**src/rtl/fetch_queue_pkg.sv**
```systemverilog
// rtl/fetch_queue_pkg.sv - shared pipeline defines for the instruction fetch queue
package fetch_queue_pkg;

   localparam logic [31:0] NOP_INST = 32'h0000_0013;

   typedef enum logic {
      ST_RUN  = 1'b0,
      ST_HALT = 1'b1
   } fq_state_t;

   typedef struct packed {
      logic [31:0] inst;
      logic [31:0] pc;
      logic        misaligned;
   } fq_entry_t;

endpackage

```
**src/rtl/fq_fifo.sv**
```systemverilog
// rtl/fq_fifo.sv - parameterised FIFO storage with wrap-bit pointers and flush
module fq_fifo #(
   parameter int DEPTH = 4,
   parameter int WIDTH = 65
) (
   input  logic                     clk,
   input  logic                     rst,
   input  logic                     flush,
   input  logic                     push,
   input  logic [WIDTH-1:0]         wdata,
   input  logic                     pop,
   output logic [WIDTH-1:0]         rdata,
   output logic                     valid,
   output logic [$clog2(DEPTH):0]   count
);

   localparam int AW = $clog2(DEPTH);

   logic [WIDTH-1:0] mem [DEPTH];
   logic [AW:0]      wr_ptr;
   logic [AW:0]      rd_ptr;

   always_ff @(posedge clk or negedge rst) begin
      if (!rst) begin
         wr_ptr <= '0;
         rd_ptr <= '0;
      end else if (flush) begin
         wr_ptr <= '0;
         rd_ptr <= '0;
      end else begin
         if (push) wr_ptr <= wr_ptr + 1'b1;
         if (pop)  rd_ptr <= rd_ptr + 1'b1;
      end
   end

   always_ff @(posedge clk) begin
      if (push && !flush) mem[wr_ptr[AW-1:0]] <= wdata;
   end

   // Extra pointer bit makes the difference an exact occupancy, full included.
   assign count = wr_ptr - rd_ptr;
   assign valid = (count != '0);
   assign rdata = valid ? mem[rd_ptr[AW-1:0]] : '0;

endmodule

```
**src/rtl/fetch_queue.sv**
```systemverilog
// rtl/fetch_queue.sv - credit-based instruction fetch queue with redirect and misaligned-PC halt
module fetch_queue
   import fetch_queue_pkg::*;
#(
   parameter int          DEPTH    = 4,
   parameter logic [31:0] RESET_PC = 32'h0000_0000
) (
   input  logic        clk,
   input  logic        rst,
   output logic [31:0] fetch_addr,
   output logic        fetch_valid,
   input  logic        fetch_ready,
   input  logic [31:0] fetch_rdata,
   output logic        inst_valid,
   output logic [31:0] inst,
   output logic [31:0] inst_pc,
   output logic        inst_misaligned,
   input  logic        inst_ready,
   input  logic        redirect,
   input  logic [31:0] redirect_pc
);

   localparam int CW = $clog2(DEPTH) + 1;

   fq_state_t   state;
   fq_state_t   state_nxt;
   logic [31:0] fpc;
   logic        outstanding;
   logic [31:0] out_pc;
   logic [CW-1:0] count;
   logic        credit_ok;
   logic        mis_push;
   logic        accept;
   logic        push;
   logic        pop;
   fq_entry_t   wentry;
   fq_entry_t   head;

   // A granted request still owes a queue slot, so it counts against space.
   assign credit_ok = (count + CW'(outstanding)) < CW'(DEPTH);

   always_comb begin
      state_nxt   = state;
      fetch_valid = 1'b0;
      mis_push    = 1'b0;
      case (state)
         ST_RUN: begin
            if (rst && !redirect && credit_ok) begin
               if (fpc[1:0] == 2'b00) begin
                  fetch_valid = 1'b1;
               end else begin
                  mis_push  = 1'b1;
                  state_nxt = ST_HALT;
               end
            end
         end
         ST_HALT: begin
            state_nxt = ST_HALT;
         end
         default: state_nxt = ST_RUN;
      endcase
      if (redirect) state_nxt = ST_RUN;
   end

   assign fetch_addr = fpc;
   assign accept     = fetch_valid & fetch_ready;
   assign push       = !redirect && (outstanding || mis_push);
   assign pop        = inst_valid && inst_ready && !redirect;

   always_comb begin
      if (outstanding) begin
         wentry.inst       = fetch_rdata;
         wentry.pc         = out_pc;
         wentry.misaligned = 1'b0;
      end else begin
         wentry.inst       = NOP_INST;
         wentry.pc         = fpc;
         wentry.misaligned = 1'b1;
      end
   end

   always_ff @(posedge clk or negedge rst) begin
      if (!rst) begin
         state       <= ST_RUN;
         fpc         <= RESET_PC;
         outstanding <= 1'b0;
         out_pc      <= '0;
      end else begin
         state <= state_nxt;
         // Clearing outstanding drops any response landing in the redirect cycle.
         if (redirect) begin
            fpc         <= redirect_pc;
            outstanding <= 1'b0;
         end else begin
            outstanding <= accept;
            if (accept) begin
               out_pc <= fpc;
               fpc    <= fpc + 32'd4;
            end
         end
      end
   end

   fq_fifo #(
      .DEPTH (DEPTH),
      .WIDTH ($bits(fq_entry_t))
   ) u_fifo (
      .clk   (clk),
      .rst   (rst),
      .flush (redirect),
      .push  (push),
      .wdata (wentry),
      .pop   (pop),
      .rdata (head),
      .valid (inst_valid),
      .count (count)
   );

   assign inst            = head.inst;
   assign inst_pc         = head.pc;
   assign inst_misaligned = head.misaligned;

endmodule

```
**config.mk**
```make
export PLATFORM = sky130hd
export DESIGN_NAME = fetch_queue
export DESIGN_NICKNAME = d
export VERILOG_FILES = /design/src/rtl/fetch_queue_pkg.sv /design/src/rtl/fq_fifo.sv /design/src/rtl/fetch_queue.sv
export SDC_FILE = /design/constraint.sdc
export NUM_CORES = 1
export LEC_CHECK = 0
export CAP_MARGIN = 20
export CORE_MARGIN = 1
export CORE_UTILIZATION = 30
export CTS_CLUSTER_DIAMETER = 150
export CTS_CLUSTER_SIZE = 30
export DETAILED_ROUTE_END_ITERATION = 8
export MAX_ROUTING_LAYER = met4
export PLACE_DENSITY = 0.55
export SLEW_MARGIN = 20
export SYNTH_ARGS = -nofsm -noshare
export SYNTH_HDL_FRONTEND = slang
export SYNTH_SLANG_ARGS = --single-unit
```
**constraint.sdc**
```tcl
create_clock -name clk -period 5 [get_ports clk]
set_input_delay 0.5 -clock clk [delete_from_list [all_inputs] [get_ports clk]]
set_output_delay 0.5 -clock clk [all_outputs]
set_load 0.02 [all_outputs]
```
==> metrics.md, run 1 <==
| Metric | Value |
|---|---|
| Status | `complete, no violations` |
| DIE AREA | `47800 um^2` |
| Final Total Pwr | `7470 uW` |
| Warnings, synthesis | `0` |
| Post-CTS setup buffer count | `0` |
| Number of instances in the synthesized netlist | `886` |
| # port buffers | `167` |
| Initial Utilization | `30.7%` |
| Total Neg Setup Slack | `0 ns` |
| Antenna violations before repair | `0` |
| Weighted congestion at the end of routability-driven global placement | `0.744` |
| Total power density per cell area | `443 nW/um^2` |
| Routed length per instance | `20.6 um` |
| Post-placement cell count | `1616` |
| Fraction of power consumed by sequential logic | `45.5%` |
| Hold Fails Final Rpt | `0` |
| Site Rows | `78` |
| Residual DRC | `0` |
| Maximum resistive drop on vdd | `0.253 mV` |
| Vias in the first global route | `8349` |
| Max-slew violation count | `0` |
| Number of maximum-capacitance constraint violations | `0` |
| Die width | `219 um` |
| Worst hold path type | `in -> async` |
| Fraction of power consumed by combinational cells | `35.1%` |
| Cells taking the most area after synthesis | `sky130_fd_sc_hd__edfxtp_1 55%, sky130_fd_sc_hd__dfrtp_1 13%, sky130_fd_sc_hd__mux4_2 10%` |
| Number of buffers created by CTS | `15` |
| Maximum level of the CTS H-tree | `1` |
| DR vias/cell | `4.83` |
| Proportion of layout cells with a drive suffix above 1 | `15.0%` |
| Internal power of the cells | `5060 uW` |
| Relative max-transition margin | `28.9%` |
| Transition time of the tightest slew-check pin | `1.07 ns` |
| Source-to-sink clock delay at the later pin of the worst-skew pair | `0.51 ns` |
| GRT met3 Usage | `1.71%` |
| HPWL after DPL | `20600 um` |
| TritonCTS clock tree | `yes` |
| Iteration-0 DRC Markers | `474` |
| Leading register cell type out of synthesis | `sky130_fd_sc_hd__edfxtp_1` |
| Portion of synthesized cell area occupied by the leading cell type | `55.5%` |
| Total setup violations reported at the end of the flow | `0` |
| Final Non-Filler Cells | `1642` |
| Portion of the post-synthesis area used by sequential elements | `68.3%` |
| Shortest clock period the worst path allows after layout | `4.55 ns` |
| Hold slack | `0.419 ns` |
| Area added between synthesis and finish | `19.9%` |
| Crit. End Element | `primary output` |
| DRT Wirelength | `33700 um` |
| Summed instance area of the synthesized netlist | `14100 um^2` |
| Top achievable clock speed | `220 MHz` |
| Number of buffers added to fix hold violations after cts | `1` |
| Distinct cells, synth | `53` |
| Routing usage on met2 | `23.9%` |
| Height of the die | `219 um` |
| Proportion of synthesized flip-flops having asynchronous set or reset | `21.7%` |
| Number of enable flip-flop cells after synthesis | `260` |
| CTS Root Cell | `sky130_fd_sc_hd__clkbuf_16` |
| Global Route Usage Sum | `14.7%` |
| Part of the total power dissipated in the clock network | `19.4%` |
| Floorplan core area | `45800 um^2` |
| Mean cell area of the mapped netlist | `15.9 um^2` |
| RSZ-0062 raised after global routing | `false` |
| GRT Residual Overflow | `0` |
| Final #Nets | `1111` |
| Final period util | `91.0%` |
| Synthesized flop and latch total | `332` |
| Maximum number of buffers from clock root to sink | `3` |
| Met1 global-route usage | `20.0%` |
| Synth area leader | `sky130_fd_sc_hd__edfxtp_1` |
| Leakage power | `0.00563 uW` |
| Post-CTS resize count | `0` |
| Pin count of the biggest net entering global routing | `81` |
| Clk pin slew, worst setup/hold paths | `0.12 ns` |
| Skew final | `0.0452 ns` |
| Global-route wire length before repair | `51900 um` |
| Net switching share of the total power | `32.2%` |
| Synthesized netlist net count | `963` |
| Global routing's busiest layer | `met2` |
| Element type at the critical path start | `register` |
| Sw Pwr | `2410 uW` |
| Boundary Pins | `168` |
| Number of vias in the routed layout | `7929` |
| Fin worst setup slack | `0.452 ns` |
| Critical path data arrival time | `4.05 ns` |
| Post-route antenna net violation count | `0` |
| First-pass detailed-route iteration total | `5` |
| Required time worst endpoint | `4.50 ns` |
| Start-to-end type of the worst setup path | `reg -> out` |
| Antenna diodes | `0` |
| Max Fanout on Critical Path | `32` |
| Clock tree sinks | `332` |
| Post-placement worst setup slack | `0.894 ns` |
worst max-delay path: stages (launching register included):
cell	delay [ns]
sky130_fd_sc_hd__dfrtp_4	0.74
sky130_fd_sc_hd__ha_1	0.31
sky130_fd_sc_hd__fa_1	0.36
sky130_fd_sc_hd__xnor3_2	0.33
sky130_fd_sc_hd__nand3_2	0.61
sky130_fd_sc_hd__buf_4	0.46
sky130_fd_sc_hd__and2_1	0.17
sky130_fd_sc_hd__clkdlybuf4s50_1	0.54
state kept, by name, summed over array words and instances (netlist names):
| signal | count |
|---|---|
| u_fifo.rd_ptr | 3 |
| outstanding | 1 |
| state | 1 |
| fetch_addr | 32 |
| out_pc | 32 |
| u_fifo.mem | 260 |
| u_fifo.wr_ptr | 3 |
path summary, 6_finish.rpt:
| check | from | endpoint | slack [ns] | cells past startpoint |
|---|---|---|---|---|
| worst min register to register | out_pc[29] | out_pc[29] | 0.48 | 2 |
| min in group clk | out_pc[29] | out_pc[29] | 0.48 | 2 |
| worst max-delay path | u_fifo.rd_ptr[0] | inst[26] | 0.45 | 7 |
| worst max register to register | u_fifo.rd_ptr[0] | fetch_addr[6] | 1.36 | 8 |
| worst min-delay path | rst | fetch_addr[3] | 0.42 | 2 |
| max in group asynchronous | rst | out_pc[29] | 3.43 | 3 |
cells in the mapped netlist, drive strengths merged, types with 2 or more instances:
library cell	n
a21bo	4
a21o	2
a21oi	4
a221o	12
a311oi	2
a31oi	5
and2	107
and3	3
and4	3
buf	25
clkbuf	29
dfrtp	72
edfxtp	260
ha	7
inv	7
mux2	32
mux2i	2
mux4	65
nand2	107
nand2b	3
nand3	22
nand4	5
nor2	21
nor3	10
nor3b	9
nor4	9
o211ai	4
o21ai	21
o221a	2
o2bb2ai	4
or2	3
or3	3
or4	4
xnor2	6
xor2	3
power groups by stage:
stage,registers (uW),clock network [uW],logic [uW]
after global placement,3460,0,2650
after floorplan,3410,0,1480
after global routing,3440,1580,2830
final,3400,1450,2620
after detailed placement,3470,0,2680
after CTS,3410,1500,2690
layer usage:
metal,wire length [um],vias to the layer above
met1,15600,4092
met2,16400,180
met4,474,0
li1,-,3624
met3,1240,33
met5,0,-
through the flow:
stage	util, %	area [um^2]
detailed placement	35.9	16400
CTS	36.9	16900
floorplan	-	14100
finish	36.9	16900
global route	36.9	16900
global placement	35.9	16400
kinds of logic after synthesis:
kind of cell / Yosys count / share of synthesized area, %
AOI/OAI and AO/OA: 65 / 3.40
xor gates and xnor gates: 10 / 0.863
adders and majority gates: 8 / 0.765
buffers and inverters: 61 / 1.99
DFF: 332 / 68.3
muxes: 99 / 13.1
and+or+nand+nor: 311 / 11.6
cell type report:
type | instances | area (um^2)
clock buffer | 24 | 409
timing repair buffer | 185 | 1840
inverter | 7 | 26.3
tap | 600 | 751
sequential | 332 | 9620
clock inverter | 1 | 30.0
fill | 4323 | 28900
multi-input combinational | 493 | 4200
placed cells by master, fill, tap and decap left out, drive strengths merged, types with 9 or more instances in the layout:
cell type / n
edfxtp: 260
o21ai: 21
dfrtp: 72
mux2: 32
mux4: 65
clkdlybuf4s50: 165
nand3: 22
nor4: 9
nor3b: 9
clkbuf: 24
a221o: 12
nand2: 107
and2: 107
nor3: 10
nor2: 21
buf: 19
No activity file was read; power rests on OpenSTA's default activity.
==> inputs of run 2 (changes only) <==
--- a/config.mk
+++ b/config.mk
@@ -12,7 +12,7 @@
 export CTS_CLUSTER_SIZE = 30
 export DETAILED_ROUTE_END_ITERATION = 8
 export MAX_ROUTING_LAYER = met4
-export PLACE_DENSITY = 0.55
+export PLACE_DENSITY_LB_ADDON = 0.05
 export SLEW_MARGIN = 20
 export SYNTH_ARGS = -nofsm -noshare
 export SYNTH_HDL_FRONTEND = slang
==> metrics.md, run 2 (synthesized netlist as in run 1, its figures left out) <==
| Metric | Value |
|---|---|
| Start-to-end type of the worst setup path | `reg -> out` |
| Antenna diodes | `0 (unchanged)` |
| Number of cells on the worst reg-to-reg path | `7 (-1)` |
| First-pass detailed-route iteration total | `5 (unchanged)` |
| Transition time of the tightest slew-check pin | `0.988 ns (-0.0779 ns)` |
| Number of vias in the routed layout | `7822 (-1.3%)` |
| Relative max-transition margin | `34.1% (+5.2 points)` |
| Boundary Pins | `168 (unchanged)` |
| HPWL after DPL | `21500 um (+4.6%)` |
| Launch instance of the worst register-to-register path | `u_fifo.rd_ptr[1]` |
| Critical path data arrival time | `3.40 ns (-0.65 ns)` |
| Total power density per cell area | `439 nW/um^2 (-0.74%)` |
| Leading cell type in the layout, fill and taps excluded | `sky130_fd_sc_hd__edfxtp_1` |
| DR vias/cell | `4.76 (-1.5%)` |
| DIE AREA | `47800 um^2 (unchanged)` |
| Max Fanout on Critical Path | `45 (+41%)` |
| Number of flip-flops in the largest register | `260 (unchanged)` |
| Vias in the first global route | `8201 (-1.8%)` |
| Max-slew violation count | `0 (unchanged)` |
| Global Route Usage Sum | `15.4% (+0.66 points)` |
| Final period util | `77.9% (-13 points)` |
| Fin worst setup slack | `1.10 ns (+0.651 ns)` |
| Skew final | `0.0605 ns (+0.0152 ns)` |
| Crit. Startpoint | `u_fifo.rd_ptr[1]` |
| Maximum number of buffers from clock root to sink | `3 (unchanged)` |
| Routed length per instance | `21.4 um (+4.1%)` |
| Clock tree sinks | `332 (unchanged)` |
| Leakage power | `0.00565 uW (+0.31%)` |
| Post-CTS setup buffer count | `0 (unchanged)` |
| Post-CTS resize count | `0 (unchanged)` |
| Global-route wire length before repair | `53000 um (+2.1%)` |
| # port buffers | `167 (unchanged)` |
| Number of buffers added to fix hold violations after cts | `1 (unchanged)` |
| Die width | `219 um (unchanged)` |
| Shortest clock period the worst path allows after layout | `3.90 ns (-0.651 ns)` |
| Residual DRC | `0 (unchanged)` |
| Maximum resistive drop on vdd | `0.299 mV (+18%)` |
| Element type at the critical path start | `register` |
| Site Rows | `78 (unchanged)` |
| Final #Nets | `1113 (+0.18%)` |
| Required time worst endpoint | `4.50 ns (about the same)` |
| Initial Utilization | `30.7% (unchanged)` |
| TritonCTS clock tree | `yes` |
| Commonest cells after routing, fill and taps aside | `260 x sky130_fd_sc_hd__edfxtp_1, 165 x sky130_fd_sc_hd__clkdlybuf4s50_1, 107 x sky130_fd_sc_hd__nand2_1` |
| Antenna violations before repair | `0 (unchanged)` |
| Post-placement worst setup slack | `1.56 ns (+0.670 ns)` |
| Weighted congestion at the end of routability-driven global placement | `0.708 (-4.8%)` |
| CTS Root Cell | `sky130_fd_sc_hd__clkbuf_16` |
| Hold Fails Final Rpt | `0 (unchanged)` |
| Clk pin slew, worst setup/hold paths | `0.12 ns (about the same)` |
| Maximum level of the CTS H-tree | `1 (unchanged)` |
| Area added between synthesis and finish | `20.2%` |
| Number of maximum-capacitance constraint violations | `0 (unchanged)` |
| Total setup violations reported at the end of the flow | `0 (unchanged)` |
| Proportion of layout cells with a drive suffix above 1 | `15.1% (+0.15 points)` |
| Floorplan core area | `45800 um^2 (unchanged)` |
| Total Neg Setup Slack | `0 ns (unchanged)` |
| GRT Residual Overflow | `0 (unchanged)` |
| Source-to-sink clock delay at the later pin of the worst-skew pair | `0.53 ns (+0.02 ns)` |
| Worst hold path type | `in -> async` |
| Number of buffers created by CTS | `15 (unchanged)` |
| Height of the die | `219 um (unchanged)` |
| Top achievable clock speed | `257 MHz (+17%)` |
| Crit. End Element | `primary output` |
| Iteration-0 DRC Markers | `509 (+7.4%)` |
| RSZ-0062 raised after global routing | `false` |
| DRT Wirelength | `35200 um (+4.3%)` |
| Pin count of the biggest net entering global routing | `81 (unchanged)` |
| Status | `complete, no violations` |
| Post-route antenna net violation count | `0 (unchanged)` |
-- run 2: critical path, stage by stage, from the launching register on --
cell and delay (ns):
sky130_fd_sc_hd__dfrtp_4 0.73, sky130_fd_sc_hd__fa_1 0.50, sky130_fd_sc_hd__xnor3_2 0.32, sky130_fd_sc_hd__nand3_2 0.11, sky130_fd_sc_hd__buf_4 0.34, sky130_fd_sc_hd__and2_1 0.21
sky130_fd_sc_hd__clkdlybuf4s50_1 0.60
-- run 2: power breakdown --
group	switching [uW]	total [uW]	internal [uW]	leakage [uW]
registers	164	3390	3230	0.00324
clock network	875	1470	591	0.000211
logic	1320	2570	1250	0.00220
-- run 2: metrics by stage --
stage	hold WS (ns)	total power [uW]	cells	cell area [um^2]	util, %
final	0.343	7430	1645	16900	36.9
after global placement	0.353	6090	1618	16400	35.9
after detailed placement	0.353	6100	1618	16400	35.9
after global routing	0.343	7840	1645	16900	36.9
after CTS	0.319	7600	1645	16900	36.9
after floorplan	0.204	4900	886	14100	-
-- run 2: path summary, 6_finish.rpt --
kind	end	slack (ns)
max in group asynchronous	u_fifo.rd_ptr[0]	3.44
hold / removal	fetch_addr[5]	0.34
setup reg to reg	fetch_addr[10]	1.62
min in group clk	out_pc[31]	0.48
hold reg to reg	out_pc[31]	0.48
setup / recovery	inst[8]	1.10
-- run 2: layer usage --
layer | vias to the layer above | wire length (um) | track usage, %
li1 | 3630 | - | -
met4 | 0 | 412 | 2.38
met1 | 4039 | 16400 | 21.0
met2 | 127 | 17300 | 24.8
met3 | 26 | 1140 | 2.05
met5 | - | 0 | -
-- run 2: final cells by class --
class	count	area [um^2]
multi-input cells	493	4190
repair buffers	187	1870
fillers	4391	28900
flip-flops and latches	332	9620
clock inverters	2	38.8
clock buffers	24	409
inverters	7	26.3
well taps	600	751
